$ cat config.mk
export PLATFORM = sky130hd
export DESIGN_NAME = mc_ctrl_fsm_flat
export DESIGN_NICKNAME = d
export VERILOG_FILES = /design/src/rtl/mc_ctrl_fsm_pkg.sv /design/src/rtl/mc_ctrl_fsm_if.sv /design/src/rtl/mc_ctrl_fsm_decode.sv /design/src/rtl/mc_ctrl_fsm.sv /design/src/flat_wrapper.sv
export SDC_FILE = /design/constraint.sdc
export NUM_CORES = 1
export LEC_CHECK = 0
export CAP_MARGIN = 10
export CORE_MARGIN = 8
export CORE_UTILIZATION = 33
export DETAILED_ROUTE_END_ITERATION = 8
export PLACE_DENSITY = 0.93
export SKIP_CTS_REPAIR_TIMING = 1
export SLEW_MARGIN = 20
export SYNTH_ARGS = -nofsm -noshare
export SYNTH_HDL_FRONTEND = slang
export SYNTH_SLANG_ARGS = --single-unit
$ cat constraint.sdc
create_clock -name clk -period 5.2 [get_ports clk]
set_input_delay 1.04 -clock clk [delete_from_list [all_inputs] [get_ports clk]]
set_output_delay 1.04 -clock clk [all_outputs]
set_load 0.01 [all_outputs]
$ cat src/rtl/mc_ctrl_fsm_pkg.sv
// mc_ctrl_fsm_pkg: mips_defs package shared by the controller, decoder and ALU.
package mips_defs;
  typedef enum logic [3:0] {
    ALU_ADD  = 4'b0000,
    ALU_SUB  = 4'b0001,
    ALU_LUI  = 4'b0010,
    ALU_SLTU = 4'b0011,
    ALU_SLT  = 4'b0100,
    ALU_SLL  = 4'b0101,
    ALU_OR   = 4'b0110
  } alu_op_t;
  localparam logic [5:0] OP_RTYPE = 6'h00;
  localparam logic [5:0] OP_JAL   = 6'h03;
  localparam logic [5:0] OP_BEQ   = 6'h04;
  localparam logic [5:0] OP_ORI   = 6'h0D;
  localparam logic [5:0] OP_LUI   = 6'h0F;
  localparam logic [5:0] OP_LW    = 6'h23;
  localparam logic [5:0] OP_SW    = 6'h2B;
  localparam logic [5:0] FN_SLL   = 6'h00;
  localparam logic [5:0] FN_JR    = 6'h08;
  localparam logic [5:0] FN_ADD   = 6'h20;
  localparam logic [5:0] FN_SUB   = 6'h22;
  localparam logic [5:0] FN_SLT   = 6'h2A;
  localparam logic [5:0] FN_SLTU  = 6'h2B;
  typedef enum logic [2:0] {
    S_FETCH  = 3'd0,
    S_DECODE = 3'd1,
    S_EXEC   = 3'd2,
    S_MEM    = 3'd3,
    S_WB     = 3'd4,
    S_HALT   = 3'd5
  } state_t;
  localparam logic [1:0] PC_PLUS4  = 2'd0;
  localparam logic [1:0] PC_BRANCH = 2'd1;
  localparam logic [1:0] PC_JUMP   = 2'd2;
  localparam logic [1:0] PC_RS     = 2'd3;
  localparam logic [1:0] DST_RT    = 2'd0;
  localparam logic [1:0] DST_RD    = 2'd1;
  localparam logic [1:0] DST_RA    = 2'd2;
  localparam logic [1:0] WB_ALU    = 2'd0;
  localparam logic [1:0] WB_MEM    = 2'd1;
  localparam logic [1:0] WB_PC4    = 2'd2;
endpackage

$ cat src/rtl/mc_ctrl_fsm_if.sv
// mc_ctrl_fsm_if: controller <-> datapath control bundle; master is the controller.
interface mc_ctrl_fsm_if;
  logic [31:0] instr;
  logic        equal;
  logic        pc_en;
  logic [1:0]  pc_src;
  logic        ir_en;
  logic [3:0]  alu_op;
  logic        alu_srcb;
  logic        ext_op;
  logic        reg_we;
  logic [1:0]  reg_dst;
  logic [1:0]  mem_to_reg;
  logic        mem_we;
  logic [2:0]  state_o;
  modport master (
    input  instr, equal,
    output pc_en, pc_src, ir_en, alu_op, alu_srcb, ext_op, reg_we, reg_dst, mem_to_reg, mem_we, state_o
  );
  modport slave (
    output instr, equal,
    input  pc_en, pc_src, ir_en, alu_op, alu_srcb, ext_op, reg_we, reg_dst, mem_to_reg, mem_we, state_o
  );
endinterface

$ cat src/rtl/mc_ctrl_fsm_decode.sv
// mc_decode: combinational instruction classifier producing class flags and ALU op.
module mc_decode
  import mips_defs::*;
(
  input  logic [5:0] op,
  input  logic [5:0] funct,
  output logic       is_rtype,
  output logic       is_lw,
  output logic       is_sw,
  output logic       is_beq,
  output logic       is_jal,
  output logic       is_jr,
  output logic       is_ori,
  output logic       is_lui,
  output logic       is_illegal,
  output logic [3:0] alu_op
);
  logic       r;
  logic [3:0] rtype_op;
  assign r          = op == OP_RTYPE;
  assign is_rtype   = r && (funct inside {FN_ADD, FN_SUB, FN_SLT, FN_SLTU, FN_SLL});
  assign is_jr      = r && funct == FN_JR;
  assign is_lw      = op == OP_LW;
  assign is_sw      = op == OP_SW;
  assign is_beq     = op == OP_BEQ;
  assign is_jal     = op == OP_JAL;
  assign is_ori     = op == OP_ORI;
  assign is_lui     = op == OP_LUI;
  assign is_illegal = !(is_rtype || is_jr || is_lw || is_sw || is_beq || is_jal || is_ori || is_lui);
  assign rtype_op   = funct == FN_SUB  ? ALU_SUB  :
                      funct == FN_SLT  ? ALU_SLT  :
                      funct == FN_SLTU ? ALU_SLTU :
                      funct == FN_SLL  ? ALU_SLL  : ALU_ADD;
  assign alu_op     = is_rtype ? rtype_op :
                      is_ori   ? ALU_OR   :
                      is_lui   ? ALU_LUI  :
                      is_beq   ? ALU_SUB  : ALU_ADD;
endmodule

$ cat src/rtl/mc_ctrl_fsm.sv
// mc_ctrl_fsm: multi-cycle MIPS main controller (FETCH/DECODE/EXEC/MEM/WB).
// MC_CTRL_ILLEGAL_TRAP_EN: unrecognised instructions trap into HALT and raise illegal.
module mc_ctrl_fsm
  import mips_defs::*;
#(
  parameter int         RA_IDX      = 31,
  parameter logic [2:0] RESET_STATE = 3'd0
) (
  input  logic clk,
  input  logic reset,
  mc_ctrl_fsm_if.master b
`ifdef MC_CTRL_ILLEGAL_TRAP_EN
  ,
  output logic illegal
`endif
);
  if (RA_IDX < 0 || RA_IDX > 31) begin : g_ra_chk
    $error("RA_IDX must be a register index 0..31");
  end
`ifdef MC_CTRL_ILLEGAL_TRAP_EN
  localparam state_t ILL_NEXT = S_HALT;
`else
  localparam state_t ILL_NEXT = S_FETCH;
`endif
  state_t     state, nxt;
  logic       is_rtype, is_lw, is_sw, is_beq, is_jal, is_jr, is_ori, is_lui, is_illegal;
  logic [3:0] dec_alu_op;
  logic       f, x, m, w;
  logic       unused_instr;
  assign unused_instr = ^b.instr[25:6];
  mc_decode u_dec (
    .op        (b.instr[31:26]),
    .funct     (b.instr[5:0]),
    .is_rtype  (is_rtype),
    .is_lw     (is_lw),
    .is_sw     (is_sw),
    .is_beq    (is_beq),
    .is_jal    (is_jal),
    .is_jr     (is_jr),
    .is_ori    (is_ori),
    .is_lui    (is_lui),
    .is_illegal(is_illegal),
    .alu_op    (dec_alu_op)
  );
  always_ff @(posedge clk or negedge reset)
    if (!reset) state <= state_t'(RESET_STATE);
    else        state <= nxt;
  always_comb begin
    nxt = S_FETCH;
    case (state)
      S_FETCH:  nxt = S_DECODE;
      S_DECODE: nxt = is_illegal ? ILL_NEXT : is_jal ? S_WB : S_EXEC;
      S_EXEC:   nxt = (is_lw || is_sw) ? S_MEM : (is_beq || is_jr) ? S_FETCH : S_WB;
      S_MEM:    nxt = is_lw ? S_WB : S_FETCH;
      S_HALT:   nxt = S_HALT;
      default:  nxt = S_FETCH;
    endcase
  end
  assign f = state == S_FETCH;
  assign x = state == S_EXEC;
  assign m = state == S_MEM;
  assign w = state == S_WB;
  // Enables are gated by reset so nothing is written while reset is held.
  always_comb begin
    b.state_o    = state;
    b.ir_en      = reset && f;
    b.pc_en      = reset && (f || (x && (is_jr || (is_beq && b.equal))) || (w && is_jal));
    b.pc_src     = (x && is_jr) ? PC_RS : (x && is_beq) ? PC_BRANCH : (w && is_jal) ? PC_JUMP : PC_PLUS4;
    b.alu_op     = x ? dec_alu_op : ALU_ADD;
    b.alu_srcb   = x && (is_ori || is_lui || is_lw || is_sw);
    b.ext_op     = x && (is_lw || is_sw || is_beq);
    b.reg_we     = reset && w;
    b.reg_dst    = !w ? DST_RT : is_jal ? DST_RA : is_rtype ? DST_RD : DST_RT;
    b.mem_to_reg = !w ? WB_ALU : is_jal ? WB_PC4 : is_lw ? WB_MEM : WB_ALU;
    b.mem_we     = reset && m && is_sw;
`ifdef MC_CTRL_ILLEGAL_TRAP_EN
    illegal      = state == S_HALT;
`endif
  end
endmodule

$ cat src/flat_wrapper.sv
// flat-port wrapper written by rule: the top's interface ports become plain ports
module mc_ctrl_fsm_flat import mips_defs::*;
#(
  parameter int         RA_IDX      = 31,
  parameter logic [2:0] RESET_STATE = 3'd0
)
  (clk, reset, b_instr, b_equal, b_pc_en, b_pc_src, b_ir_en, b_alu_op, b_alu_srcb, b_ext_op, b_reg_we, b_reg_dst, b_mem_to_reg, b_mem_we, b_state_o);
  mc_ctrl_fsm_if b_i ();
  input  logic clk;
  input  logic reset;
  input wire logic [$bits(b_i.instr)-1:0] b_instr;
  input wire logic [$bits(b_i.equal)-1:0] b_equal;
  output wire logic [$bits(b_i.pc_en)-1:0] b_pc_en;
  output wire logic [$bits(b_i.pc_src)-1:0] b_pc_src;
  output wire logic [$bits(b_i.ir_en)-1:0] b_ir_en;
  output wire logic [$bits(b_i.alu_op)-1:0] b_alu_op;
  output wire logic [$bits(b_i.alu_srcb)-1:0] b_alu_srcb;
  output wire logic [$bits(b_i.ext_op)-1:0] b_ext_op;
  output wire logic [$bits(b_i.reg_we)-1:0] b_reg_we;
  output wire logic [$bits(b_i.reg_dst)-1:0] b_reg_dst;
  output wire logic [$bits(b_i.mem_to_reg)-1:0] b_mem_to_reg;
  output wire logic [$bits(b_i.mem_we)-1:0] b_mem_we;
  output wire logic [$bits(b_i.state_o)-1:0] b_state_o;
  assign b_i.instr = b_instr;
  assign b_i.equal = b_equal;
  assign b_pc_en = b_i.pc_en;
  assign b_pc_src = b_i.pc_src;
  assign b_ir_en = b_i.ir_en;
  assign b_alu_op = b_i.alu_op;
  assign b_alu_srcb = b_i.alu_srcb;
  assign b_ext_op = b_i.ext_op;
  assign b_reg_we = b_i.reg_we;
  assign b_reg_dst = b_i.reg_dst;
  assign b_mem_to_reg = b_i.mem_to_reg;
  assign b_mem_we = b_i.mem_we;
  assign b_state_o = b_i.state_o;
  mc_ctrl_fsm #(.RA_IDX(RA_IDX), .RESET_STATE(RESET_STATE)) u_core (.clk(clk), .reset(reset), .b(b_i));
endmodule
==> flow_metrics.py <==
metrics = {
    "setup_path": {
        "endpoint": "b_alu_op[1]",
        "path_cells": "clkdlybuf4s50_1, or3_4, a2111oi_4, nand3_1, a21oi_1, clkdlybuf4s50_1",
        "cp_common_cell": "clkdlybuf4s50_1",
        "cp-startpoint": "b_instr[28]",
        "critical-path-slowest-cell": "clkdlybuf4s50_1",
        "crit_fanout": 6,
        "cp.required_ps": 4160,
        "r2r_slack_ps": 3890,
        "cp.arrival_ps": 3330,
        "max_stage_delay_ps": 570,
        "cp_num_cells": 6,
        "r2r-end": "u_core.b.state_o[1]",
        "cp_top_family": "buffers and inverters",
        "r2r_start": "u_core.b.state_o[0]",
        "path_class": "primary input to primary output",
        "reg2reg_depth": 3,
        "cp_num_buf_inv": 2,
        "worst_setup_path_end_kind": "primary output",
        "cp-start-kind": "primary input",
    },
    "detailed_routing": {
        "drt.antenna.violating_nets": 0,
        "detail_route.wl_per_cell_microns": 12.89,
        "via_count": 673,
        "drt_iter0_markers": 8,
        "remaining_drc_errors": 0,
        "drt-pass1-iter-count": 4,
        "viasPerCell": 5.137,
        "routed_wl_mm": 1.689,
    },
    "place": {
        "port_buffers": 32,
        "dpl.hpwl_mm": 1.424,
        "routabilityCongestion": 0.8649,
        "place_area_sq_um": 902.1,
    },
    "sta": {
        "finalMaxSlewViolations": 0,
        "final-hold-violation-count": 0,
        "rsz0062_at_grt": "no",
        "setup_tns_ps": 0,
        "fmax_mhz": 229.1,
        "finalSetupViolCount": 0,
        "skew_ps": 1.272,
        "layout_min_cycle_time_ps": 4365,
        "min_period_over_period_pct": 83.95,
    },
    "min_path": {
        "hold_path_class": "flip-flop to flip-flop",
    },
    "logic_synthesis": {
        "ys_ff_latch": 3,
        "async_flop_share_pct": 100.0,
        "synth_cell_types": 41,
        "netlist_area_sq_um": 601.8,
        "postSynthCellCount": 77,
        "synth_edf_count": 0,
        "yosys_warnings": 0,
        "syn_avg_cell_area_sq_um": 7.816,
        "synth-seq-area-share_pct": 12.47,
        "syn-num-nets": 112,
        "netlist_top_cells_count": "8 x nor2_1, 6 x a21oi_1, 6 x nand3_1",
        "ys_top_cells_by_area": "dfrtp_1 12%, a21oi_1 5.0%, nand3_1 5.0%",
        "synth_top_area_cell": "dfrtp_1",
        "synth_top_area_share_pct": 12.47,
        "synth_most_common_cell": "nor2_1",
        "synth_ff_type": "dfrtp_1",
    },
    "global_routing": {
        "overflow": 0,
        "antenna_found_initial": 0,
        "grt_max_degree": 13,
        "first_global_vias": 667,
        "grt_use_total_pct": 10.00,
        "grt_pass1_wl_mm": 2.856,
    },
    "cts": {
        "cts_sinks": 3,
        "path_clk_slew_ps": 40,
        "cts_tree": "done",
        "ctsHtreeMaxLevel": 1,
        "cts_buffer_depth": 2,
        "ctsRootBufferMaster": "clkbuf_4",
        "clock_latency_ps": 230,
        "cts_buffers": 3,
    },
    "cells_and_area": {
        "antenna_cells": 0,
        "final_area_sq_um": 928.4,
        "largest_reg_flops": 3,
        "layout.nets": 142,
        "drive_gt1_share_pct": 17.92,
        "area.growth.synth_to_final_pct": 54.26,
    },
    "floorplan": {
        "die_x_microns": 58.71,
        "row_count": 15,
        "core_area_sq_um": 1727,
        "start_util_pct": 34.86,
        "io_pins": 54,
        "die_h_microns": 58.71,
        "fp.dieArea_sq_um": 3446,
    },
    "status": {
        "status": "finished clean",
    },
    "pwr": {
        "ir_drop_mv": 0.1009,
        "p_leak_nw": 0.2864,
        "p_per_area_nw_per_um2": 185.5,
    },
    "job": {
        "max_cap_viol_count": 0,
    },
}
-- worst register-to-register path: stages (launching register included) --
cell	delay [ps]
dfrtp_1	480
or2b_2	330
a2bb2oi_1	140
a311oi_2	260
-- area by class of cell --
| cell class | count | area [sq um] |
|---|---|---|
| Timing Repair Buffer | 32 | 320.3 |
| Tap cell | 25 | 31.28 |
| Inverter | 2 | 7.507 |
| Fill cell | 167 | 798.3 |
| Clock buffer | 4 | 26.28 |
| Sequential cell | 3 | 75.07 |
| Multi-Input combinational cell | 65 | 467.9 |
-- cells in the final DEF (no fill, tap or decap), types with 2 or more instances in the layout --
master	count
and2b_2	2
nand3_1	6
or3_4	2
nor4_1	2
nand2b_1	2
clkbuf_4	3
nor3_1	3
inv_1	2
dfrtp_1	3
nor2_1	8
or2_2	3
or3_1	2
clkdlybuf4s50_1	32
nand3b_1	3
nand2_1	3
a21oi_1	6
-- cell families (layout without fill, tap and decap cells) --
family / count (synthesis) / after routing / share of synthesized area [%]
DFF: 3 / 3 / 12.47
other: 1 / 1 / 0.6231
AOI/OAI and AO/OA: 17 / 17 / 23.70
xor gates and xnor gates: 1 / 1 / 1.456
and+or+nand+nor: 46 / 46 / 51.98
buffers and inverters: 9 / 38 / 9.770
-- metal layers --
metal	GRT usage, %	part of all wire, %	vias up
li1	-	-	339
met1	10.70	41	302
met5	0	0	-
met2	17.95	50	32
met3	3.696	9.2	0
met4	2.730	0	0
-- worst min-delay path by stage --
stage / from / end / slack (ps) / depth (start not counted)
global route: u_core.b.state_o[2] / u_core.b.state_o[1] / 660 / 1
finish: u_core.b.state_o[2] / u_core.b.state_o[1] / 630 / 1
global placement: u_core.b.state_o[2] / u_core.b.state_o[1] / 610 / 1
detailed placement: u_core.b.state_o[2] / u_core.b.state_o[1] / 620 / 1
CTS: u_core.b.state_o[2] / u_core.b.state_o[1] / 630 / 1
floorplan: u_core.b.state_o[2] / u_core.b.state_o[1] / 630 / 2
-- metrics by stage --
stage | util, % | power [mW] | hold WS, ps | worst slack (ps) | instances
after detailed placement | 52.25 | 0.1330 | 622.1 | 881.3 | 127
after floorplan | - | 0.09225 | 625.1 | 1946 | 77
final | 53.77 | 0.1722 | 632.6 | 834.8 | 131
after global routing | 53.77 | 0.1876 | 664.5 | 750.3 | 131
after global placement | 52.25 | 0.1300 | 613.2 | 872.5 | 127
after CTS | 53.77 | 0.1747 | 626.2 | 864.8 | 131
-- report_power, final --
| group | total [mW] | switching [mW] | internal, mW |
|---|---|---|---|
| Sequential | 0.0447 | 0.0156 | 0.0291 |
| Clock | 0.0399 | 0.0112 | 0.0287 |
| Combinational | 0.0877 | 0.0364 | 0.0512 |
| Total | 0.172 | 0.0632 | 0.109 |
No activity file was read; power rests on OpenSTA's default activity.
